File: config.mk
export PLATFORM = sky130hd
export DESIGN_NAME = proj_stim_sweep
export DESIGN_NICKNAME = d
export VERILOG_FILES = /design/src/rtl/proj_pkg.sv /design/src/rtl/proj_misr.sv /design/src/rtl/proj_stim_sweep.sv
export SDC_FILE = /design/constraint.sdc
export NUM_CORES = 1
export LEC_CHECK = 0
export CELL_PAD_IN_SITES_DETAIL_PLACEMENT = 0
export CELL_PAD_IN_SITES_GLOBAL_PLACEMENT = 1
export CORE_MARGIN = 10
export CORE_UTILIZATION = 35
export DETAILED_ROUTE_END_ITERATION = 7
export GPL_ROUTABILITY_DRIVEN = 0
export PLACE_DENSITY_LB_ADDON = 0.25
export SLEW_MARGIN = 20
export SYNTH_ARGS = -nofsm -noshare
export SYNTH_HDL_FRONTEND = slang
export SYNTH_HIERARCHICAL = 1
export SYNTH_SLANG_ARGS = --single-unit
File: constraint.sdc
create_clock -name clk -period 2.9 [get_ports clk]
set_input_delay 0.58 -clock clk [delete_from_list [all_inputs] [get_ports clk]]
set_output_delay 0.58 -clock clk [all_outputs]
set_load 0.05 [all_outputs]
File: src/rtl/proj_pkg.sv
// Shared types and per-benchmark constants for the projection-cone stimulus sweeper.
package proj_pkg;

  typedef enum logic [1:0] {IDLE, RUN, DONE} sweep_state_t;

  // dk17 projection cone
  localparam int                DK17_N_IN   = 10;
  localparam int                DK17_SIG_W  = 16;
  localparam logic [15:0]       DK17_POLY   = 16'h1021;
  localparam logic [9:0]        DK17_LFSR_T = 10'h240;

endpackage

File: src/rtl/proj_misr.sv
// Single-input MISR that folds the cone response stream into a signature.
module proj_misr #(
  parameter int               SIG_W = 16,
  parameter logic [SIG_W-1:0] POLY  = 16'h1021
) (
  input  logic             clk,
  input  logic             rst_n,
  input  logic             clr,
  input  logic             en,
  input  logic             din,
  output logic [SIG_W-1:0] sig
);

  logic [SIG_W-1:0] sig_reg;
  logic [SIG_W-1:0] sig_next;

  always_comb begin
    sig_next = {sig_reg[SIG_W-2:0], 1'b0}
             ^ (sig_reg[SIG_W-1] ? POLY : '0)
             ^ {{(SIG_W-1){1'b0}}, din};
  end

  always_ff @(posedge clk or negedge rst_n) begin
    if (!rst_n) begin
      sig_reg <= '0;
    end else if (clr) begin
      sig_reg <= '0;
    end else if (en) begin
      sig_reg <= sig_next;
    end
  end

  assign sig = sig_reg;

endmodule

File: src/rtl/proj_stim_sweep.sv
// Sweeps the cone input space (counter or Galois LFSR) over valid/ready and
// collects the onset count and MISR signature of the responses.
module proj_stim_sweep
  import proj_pkg::*;
#(
  parameter int               N_IN   = DK17_N_IN,
  parameter int               SIG_W  = DK17_SIG_W,
  parameter logic [SIG_W-1:0] POLY   = DK17_POLY,
  parameter logic [N_IN-1:0]  LFSR_T = DK17_LFSR_T
) (
  input  logic              clk,
  input  logic              rst_n,
  input  logic              start,
  input  logic              mode,
  input  logic [N_IN-1:0]   seed,
  output logic [N_IN-1:0]   x_out,
  output logic              x_valid,
  input  logic              x_ready,
  input  logic              y_in,
  output logic              busy,
  output logic              done,
  output logic [N_IN:0]     vec_count,
  output logic [N_IN:0]     ones_count,
  output logic [SIG_W-1:0]  signature
);

  sweep_state_t      state_reg, state_next;
  logic [N_IN-1:0]   x_reg;
  logic [N_IN-1:0]   start_val_reg;
  logic              mode_reg;
  logic [N_IN:0]     vec_reg;
  logic [N_IN:0]     ones_reg;

  logic              running;
  logic              accept;
  logic              start_ok;
  logic              last_vec;
  logic [N_IN-1:0]   x_adv;
  logic [N_IN-1:0]   load_val;

  assign running  = (state_reg == RUN);
  assign accept   = running & x_ready;
  assign start_ok = start & ~running;

  // An all-zero seed would lock the LFSR, so it is replaced by 1.
  assign load_val = mode ? ((seed == '0) ? N_IN'(1) : seed) : '0;

  always_comb begin
    if (mode_reg) begin
      x_adv = (x_reg >> 1) ^ (x_reg[0] ? LFSR_T : '0);
    end else begin
      x_adv = x_reg + N_IN'(1);
    end
  end

  assign last_vec = mode_reg ? (x_adv == start_val_reg) : (x_reg == '1);

  always_comb begin
    state_next = state_reg;
    case (state_reg)
      IDLE:    if (start) state_next = RUN;
      RUN:     if (accept && last_vec) state_next = DONE;
      DONE:    if (start) state_next = RUN;
      default: state_next = IDLE;
    endcase
  end

  always_ff @(posedge clk or negedge rst_n) begin
    if (!rst_n) begin
      state_reg     <= IDLE;
      x_reg         <= '0;
      start_val_reg <= '0;
      mode_reg      <= 1'b0;
      vec_reg       <= '0;
      ones_reg      <= '0;
    end else begin
      state_reg <= state_next;
      if (start_ok) begin
        x_reg         <= load_val;
        start_val_reg <= load_val;
        mode_reg      <= mode;
        vec_reg       <= '0;
        ones_reg      <= '0;
      end else if (accept) begin
        x_reg    <= x_adv;
        vec_reg  <= vec_reg + (N_IN+1)'(1);
        ones_reg <= ones_reg + (N_IN+1)'(y_in);
      end
    end
  end

  proj_misr #(
    .SIG_W (SIG_W),
    .POLY  (POLY)
  ) u_misr (
    .clk   (clk),
    .rst_n (rst_n),
    .clr   (start_ok),
    .en    (accept),
    .din   (y_in),
    .sig   (signature)
  );

  assign x_out      = x_reg;
  assign x_valid    = running;
  assign busy       = running;
  assign done       = (state_reg == DONE);
  assign vec_count  = vec_reg;
  assign ones_count = ones_reg;

endmodule

==> results of run 1 <==
[logic make-up (layout without fill, tap and decap cells)]
| family | Yosys count | after routing | share of synthesized area |
|---|---|---|---|
| flip-flops | 61 | 61 | 0.436 |
| multiplexers | 16 | 16 | 0.0457 |
| adder cells (fa/ha/maj) | 4 | 4 | 0.0143 |
| AO/OA/AOI/OAI | 78 | 78 | 0.150 |
| buffers and inverters | 37 | 102 | 0.0618 |
| AND/OR/NAND/NOR | 149 | 149 | 0.223 |
| XOR/XNOR | 28 | 28 | 0.0700 |
[through the flow]
step | std cells | setup WS, ps | area [µm²] | utilization | power (mW)
after global routing | 571 | 283 | 4450 | 0.456 | 4.17
final | 571 | 398 | 4450 | 0.456 | 3.94
after CTS | 571 | 379 | 4450 | 0.456 | 3.98
after detailed placement | 555 | 485 | 4240 | 0.434 | 3.13
after global placement | 555 | 500 | 4240 | 0.434 | 3.13
after floorplan | 373 | 534 | 3500 | - | 2.52
[Yosys cell counts (2+ instances only)]
library cell,instances
a211oi_2,3
a21o_1,2
a21oi_1,17
a22o_1,8
a22oi_1,2
a2bb2oi_1,2
a31oi_1,5
a32oi_1,2
a41oi_1,2
and3_1,4
buf_2,6
buf_4,2
buf_6,6
clkbuf_1,8
dfrtp_1,61
ha_1,4
inv_1,11
mux2i_1,16
nand2_1,47
nand2b_1,3
nand3_1,7
nand4_1,9
nor2_1,43
nor2_2,2
nor2b_1,3
nor3_1,4
nor3b_1,4
nor4_2,2
nor4b_1,3
o21ai_0,24
o22ai_1,2
or2b_1,2
or3_1,6
xnor2_1,11
xor2_1,17
[power groups by stage]
stage / Combinational, mW / Sequential [mW] / Clock [mW]
4_1_cts: 1.78 / 1.35 / 0.852
3_5_place_dp: 1.77 / 1.36 / 0
6_report: 1.76 / 1.34 / 0.835
5_1_grt: 1.88 / 1.40 / 0.892
2_1_floorplan: 0.548 / 1.98 / 0
3_3_place_gp: 1.77 / 1.36 / 0
[cell usage in the layout (no fill, tap or decap), drive strengths merged, types with 11 or more instances in the layout]
master          n
nand2          47
a21oi          17
o21ai          24
xnor2          11
dfrtp          61
inv            13
mux2i          16
nor2           45
clkdlybuf4s50  65
xor2           17
[layout make-up]
class                           count  area [µm²]  area share
Tap cell                          133         166      0.0374
Sequential cell                    61        1530       0.343
Inverter                           12        45.0      0.0101
Timing Repair Buffer               74         741       0.166
Clock buffer                       10         128      0.0287
Clock inverter                      6        86.3      0.0194
Multi-Input combinational cell    275        1760       0.395
[routing by layer]
layer	global-route usage	vias up	routed length, µm
li1	-	1432	-
met5	0	-	0
met1	0.179	1403	4510
met3	0.0342	12	439
met4	0.0520	0	113
met2	0.202	62	4350
[critical path: cells and delay by family (launching register included)]
family                 cells  cell delay (ps)
buffers and inverters      2              980
flip-flops                 1              370
AND/OR/NAND/NOR            1              240
[path summary, 6_finish.rpt]
check	slack, ps	end	startpoint
max	400	x_valid	state_reg[1]
min	300	start_val_reg[2]	rst_n
max reg2reg	460	state_reg[0]	x_out[0]
min reg2reg	510	start_val_reg[1]	start_val_reg[1]
max in group asynchronous	1960	vec_count[2]	rst_n
min in group clk	510	start_val_reg[1]	start_val_reg[1]
==> results.txt, run 1 <==
----------------------------------------------------
[Status]
  Run status ... finished clean

[Logic synthesis]
  Flops & latches, synth ... 61
  Synth Cell Area ... 3500 µm²
  Post-synth net total ... 393
  Count of flip-flops with a built-in enable after synthesis ... 0
  Area fraction of the dominant cell type after synthesis ... 0.436
  Predominant post-synthesis flop cell ... dfrtp_1
  Post-synthesis sequential area ratio ... 0.436
  Average footprint of a synthesized cell ... 9.39 µm²
  Number of distinct standard cells referenced by the synthesized netlist ... 58
  Count of warnings emitted by yosys ... 6
  Post-Synthesis Cells ... 373
  Library cell occupying the most area in the post-synthesis netlist ... dfrtp_1
  Async SR Flop Fraction ... 1.00
  Leading cell types by total area after synthesis ... dfrtp_1 (44%), nand2_1 (5.0%), nor2_1 (4.6%)

[Detailed routing]
  Via count ... 2909
  TritonRoute pass-1 iters ... 4
  Final WL ... 9420 µm
  Antenna Violating Nets Remaining ... 0
  Post-route DRC violation count ... 0
  Detailed router's first-iteration violation count ... 180
  Drt wl/cell ... 16.5 µm
  Via count normalized by instance count ... 5.09

[Power]
  Share of total power in combinational logic ... 0.447
  Switching power total ... 1.77 mW
  Switching fraction of total power ... 0.449
  Register share of total power ... 0.341
  Proportion of power drawn by the clock network ... 0.212
  Static power due to leakage ... 1.94 nW
  Peak supply drop ... 0.738 mV
  Power density relative to cell area ... 886 nW/µm²
  Pint ... 2.17 mW

[Worst setup path]
  Critical Path Slowest Stage Cell ... clkdlybuf4s50_1
  Largest stage delay, worst path ... 820 ps
  Crit-path cells ... nand2b_1, inv_1, clkdlybuf4s50_1
  Maximum fanout count along the critical path ... 6
  Critical Path Sink Type ... output pin
  Endpoint arrival time on the critical path ... 1920 ps
  Worst Reg2Reg Path Length in Cells ... 7
  Required time worst endpoint ... 2320 ps
  Category of the most critical setup path ... reg2out
  Worst setup SP type ... flip-flop

[STA]
  Post-route setup TNS ... 0 ps
  Max-slew headroom ... 0.505
  Total count of hold-check failures in the final report ... 0
  Final-report setup violation count ... 0
  Worst Hold Slack ... 304 ps
  Layout Skew ... 13.9 ps
  Unrepaired setup endpoints after global routing ... false
  Tcrit/Tclk final ... 0.863
  Max Fclk ... 400 MHz
  Worst Max-Slew Pin Slew ... 743 ps
  Final Critical Period ... 2500 ps
  Max-slew violation count ... 0

[Clock tree]
  Number of buffers added to fix hold violations after cts ... 0
  Root buf cell ... clkbuf_8
  Number of clock sinks seen by CTS ... 61
  Clock tree from TritonCTS ... done
  Post-CTS Setup Repair Bufs ... 0
  Num CTS Buffers ... 9
  Source-to-sink clock delay at the later pin of the worst-skew pair ... 340 ps
  H-tree depth reported by CTS ... 3
  Bufs on Longest Clock Path ... 2
  CTS clock-pin slew for the worst setup and hold paths ... 70 ps
  Cts repair resizes ... 0

[Die]
  Floorplan die width ... 120 µm
  Die Y-Extent ... 120 µm
  Initial core utilization ... 0.358
  Area of the core region ... 9770 µm²
  Top-level I/O count ... 67
  Number of placement rows ... 36
  Die Outline Area ... 14400 µm²

[Cells and area]
  Fill cell count ... 950
  Fraction of layout cells with a size suffix above 1 ... 0.0845
  Diodes inserted ... 0
  # nets final ... 453
  Number of flip-flops in the largest register ... 16
  Layout-stage area growth over the synthesis result ... 27.1%

[GRT]
  Number of antenna violations at the first check in global routing ... 0
  GRT Resource Usage Total ... 0.134
  Pin count of the biggest net entering global routing ... 39
  Global-route wire length before repair ... 15800 µm
  Via count of the first global-routing pass ... 2952
  Total gr overflow ... 0

[Hold path]
  Worst hold-check path type ... in2async

[Place]
  # port buffers ... 66
  HPWL after DPL ... 6710 µm

[Run]
  Number of max-capacitance violations reported ... 0

----------------------------------------------------
Power figures use the tool's default switching activity.
==> run 2, diff against run 1 <==
--- a/config.mk
+++ b/config.mk
@@ -17,3 +17,4 @@
 export SYNTH_HDL_FRONTEND = slang
 export SYNTH_HIERARCHICAL = 1
 export SYNTH_SLANG_ARGS = --single-unit
+export TNS_END_PERCENT = 20
==> results of run 2 <==
No change in the layout: final DEF, timing and power equal those of run 1.
==> run 3, diff against run 2 <==
--- a/config.mk
+++ b/config.mk
@@ -11,7 +11,7 @@
 export CORE_UTILIZATION = 35
 export DETAILED_ROUTE_END_ITERATION = 7
 export GPL_ROUTABILITY_DRIVEN = 0
-export PLACE_DENSITY_LB_ADDON = 0.25
+export PLACE_DENSITY_LB_ADDON = 0.12
 export SLEW_MARGIN = 20
 export SYNTH_ARGS = -nofsm -noshare
 export SYNTH_HDL_FRONTEND = slang
==> run 3 against run 2 <==
  * Routed wire length increased by 3.9%
  * Critical endpoint unchanged
  * Critical path type unchanged
  * Largest power group unchanged
  * First-iteration DRC count decreased by 22%
  * Die area unchanged
==> results.txt, run 3 (synthesis gave the netlist of run 1 again) <==
----------------------------------------------------
[STA]
  Post-route setup TNS ... 0 ps
  Max Fclk ... 400 MHz
  Total count of hold-check failures in the final report ... 0
  Max-slew headroom ... 0.505
  Unrepaired setup endpoints after global routing ... false
  Worst Hold Slack ... 299 ps
  Tcrit/Tclk final ... 0.863
  Worst Max-Slew Pin Slew ... 743 ps
  Final-report setup violation count ... 0
  Max-slew violation count ... 0
  Layout Skew ... 6.03 ps
  Final Critical Period ... 2500 ps

[Cells and area]
  Diodes inserted ... 0
  Fill cell count ... 959
  Number of flip-flops in the largest register ... 16
  Final core utilization ... 0.456
  Commonest non-fill, non-tap cell in the layout ... clkdlybuf4s50_1
  # nets final ... 453
  Commonest cells after routing, fill and taps aside ... clkdlybuf4s50_1 (65), dfrtp_1 (61), nand2_1 (47)
  Final cell area excluding filler cells ... 4460 µm²
  Fraction of layout cells with a size suffix above 1 ... 0.0868
  Layout-stage area growth over the synthesis result ... 27.3%

[Die]
  Die Outline Area ... 14400 µm²
  Area of the core region ... 9770 µm²
  Die Y-Extent ... 120 µm
  Floorplan die width ... 120 µm
  Initial core utilization ... 0.358
  Top-level I/O count ... 67
  Number of placement rows ... 36

[Detailed routing]
  Final WL ... 9790 µm
  Post-route DRC violation count ... 0
  TritonRoute pass-1 iters ... 4
  Detailed router's first-iteration violation count ... 140
  Drt wl/cell ... 17.1 µm
  Antenna Violating Nets Remaining ... 0
  Via count normalized by instance count ... 5.12
  Via count ... 2924

[Clock tree]
  Number of buffers added to fix hold violations after cts ... 0
  Root buf cell ... clkbuf_8
  Post-CTS Setup Repair Bufs ... 0
  Clock tree from TritonCTS ... done
  Cts repair resizes ... 0
  Num CTS Buffers ... 9
  Number of clock sinks seen by CTS ... 61
  CTS clock-pin slew for the worst setup and hold paths ... 80 ps
  Bufs on Longest Clock Path ... 2
  H-tree depth reported by CTS ... 3
  Source-to-sink clock delay at the later pin of the worst-skew pair ... 340 ps

[Power]
  Power density relative to cell area ... 889 nW/µm²
  Total power draw ... 3.96 mW
  Peak supply drop ... 0.651 mV
  Static power due to leakage ... 1.94 nW

[GRT]
  Global-route wire length before repair ... 16100 µm
  Pin count of the biggest net entering global routing ... 32
  GRT Resource Usage Total ... 0.137
  Total gr overflow ... 0
  Via count of the first global-routing pass ... 3074
  Number of antenna violations at the first check in global routing ... 0

[Run]
  Number of max-capacitance violations reported ... 0

[Hold path]
  Worst hold-check path type ... in2async

[Status]
  Run status ... finished clean

[Worst setup path]
  Worst setup SP type ... flip-flop
  Required time worst endpoint ... 2320 ps
  Category of the most critical setup path ... reg2out
  Maximum fanout count along the critical path ... 6
  Endpoint arrival time on the critical path ... 1920 ps
  Critical Path Sink Type ... output pin
  Worst Reg2Reg Path Length in Cells ... 7
  Start of the worst register-to-register path ... x_out[0]
  Internal reg-to-reg setup slack ... 470 ps
  Capturing point of the worst reg2reg path ... state_reg[0]

[Place]
  HPWL after DPL ... 6990 µm
  Area after DPL ... 4240 µm²
  # port buffers ... 66

----------------------------------------------------
[run 3: worst max path at each step]
stage                       from            to  cells after the start  slack, ps
finish              state_reg[1]       x_valid                      3        400
global placement         x_ready  state_reg[0]                      7        510
floorplan               x_out[1]  state_reg[0]                      7        530
CTS                 state_reg[1]       x_valid                      3        370
global route        state_reg[1]          busy                      3        310
detailed placement      x_out[0]  state_reg[0]                      7        490
[run 3: cell type report]
class	instances	area [µm²]	area share
Clock buffer	9	124	0.0278
Multi-Input combinational cell	275	1760	0.395
Sequential cell	61	1530	0.342
Inverter	12	45.0	0.0101
Clock inverter	7	97.6	0.0219
Tap cell	133	166	0.0373
Timing Repair Buffer	74	741	0.166
[run 3: power by group]
part / internal [mW] / leakage (nW) / total [mW] / switching, mW
clock network: 0.487 / 0.106 / 0.860 / 0.373
logic: 0.632 / 1.08 / 1.76 / 1.13
registers: 1.06 / 0.749 / 1.35 / 0.290
total: 2.17 / 1.94 / 3.96 / 1.79
[run 3: stage by stage]
step	setup WS, ps	instances
2_1_floorplan	534	373
3_3_place_gp	508	555
3_5_place_dp	494	555
4_1_cts	369	571
5_1_grt	309	571
6_report	398	571
[run 3: metal layers]
| metal | global-route usage | wire, µm | vias up |
|---|---|---|---|
| li1 | - | - | 1425 |
| met4 | 0.0618 | 100 | 0 |
| met1 | 0.173 | 4550 | 1431 |
| met3 | 0.0394 | 564 | 6 |
| met2 | 0.214 | 4570 | 62 |
| met5 | 0 | 0 | - |
[run 3: worst max-delay path: stages, from the launching register on]
cell and delay (ps):
dfrtp_1 370, nand2b_1 220, inv_1 160, clkdlybuf4s50_1 830
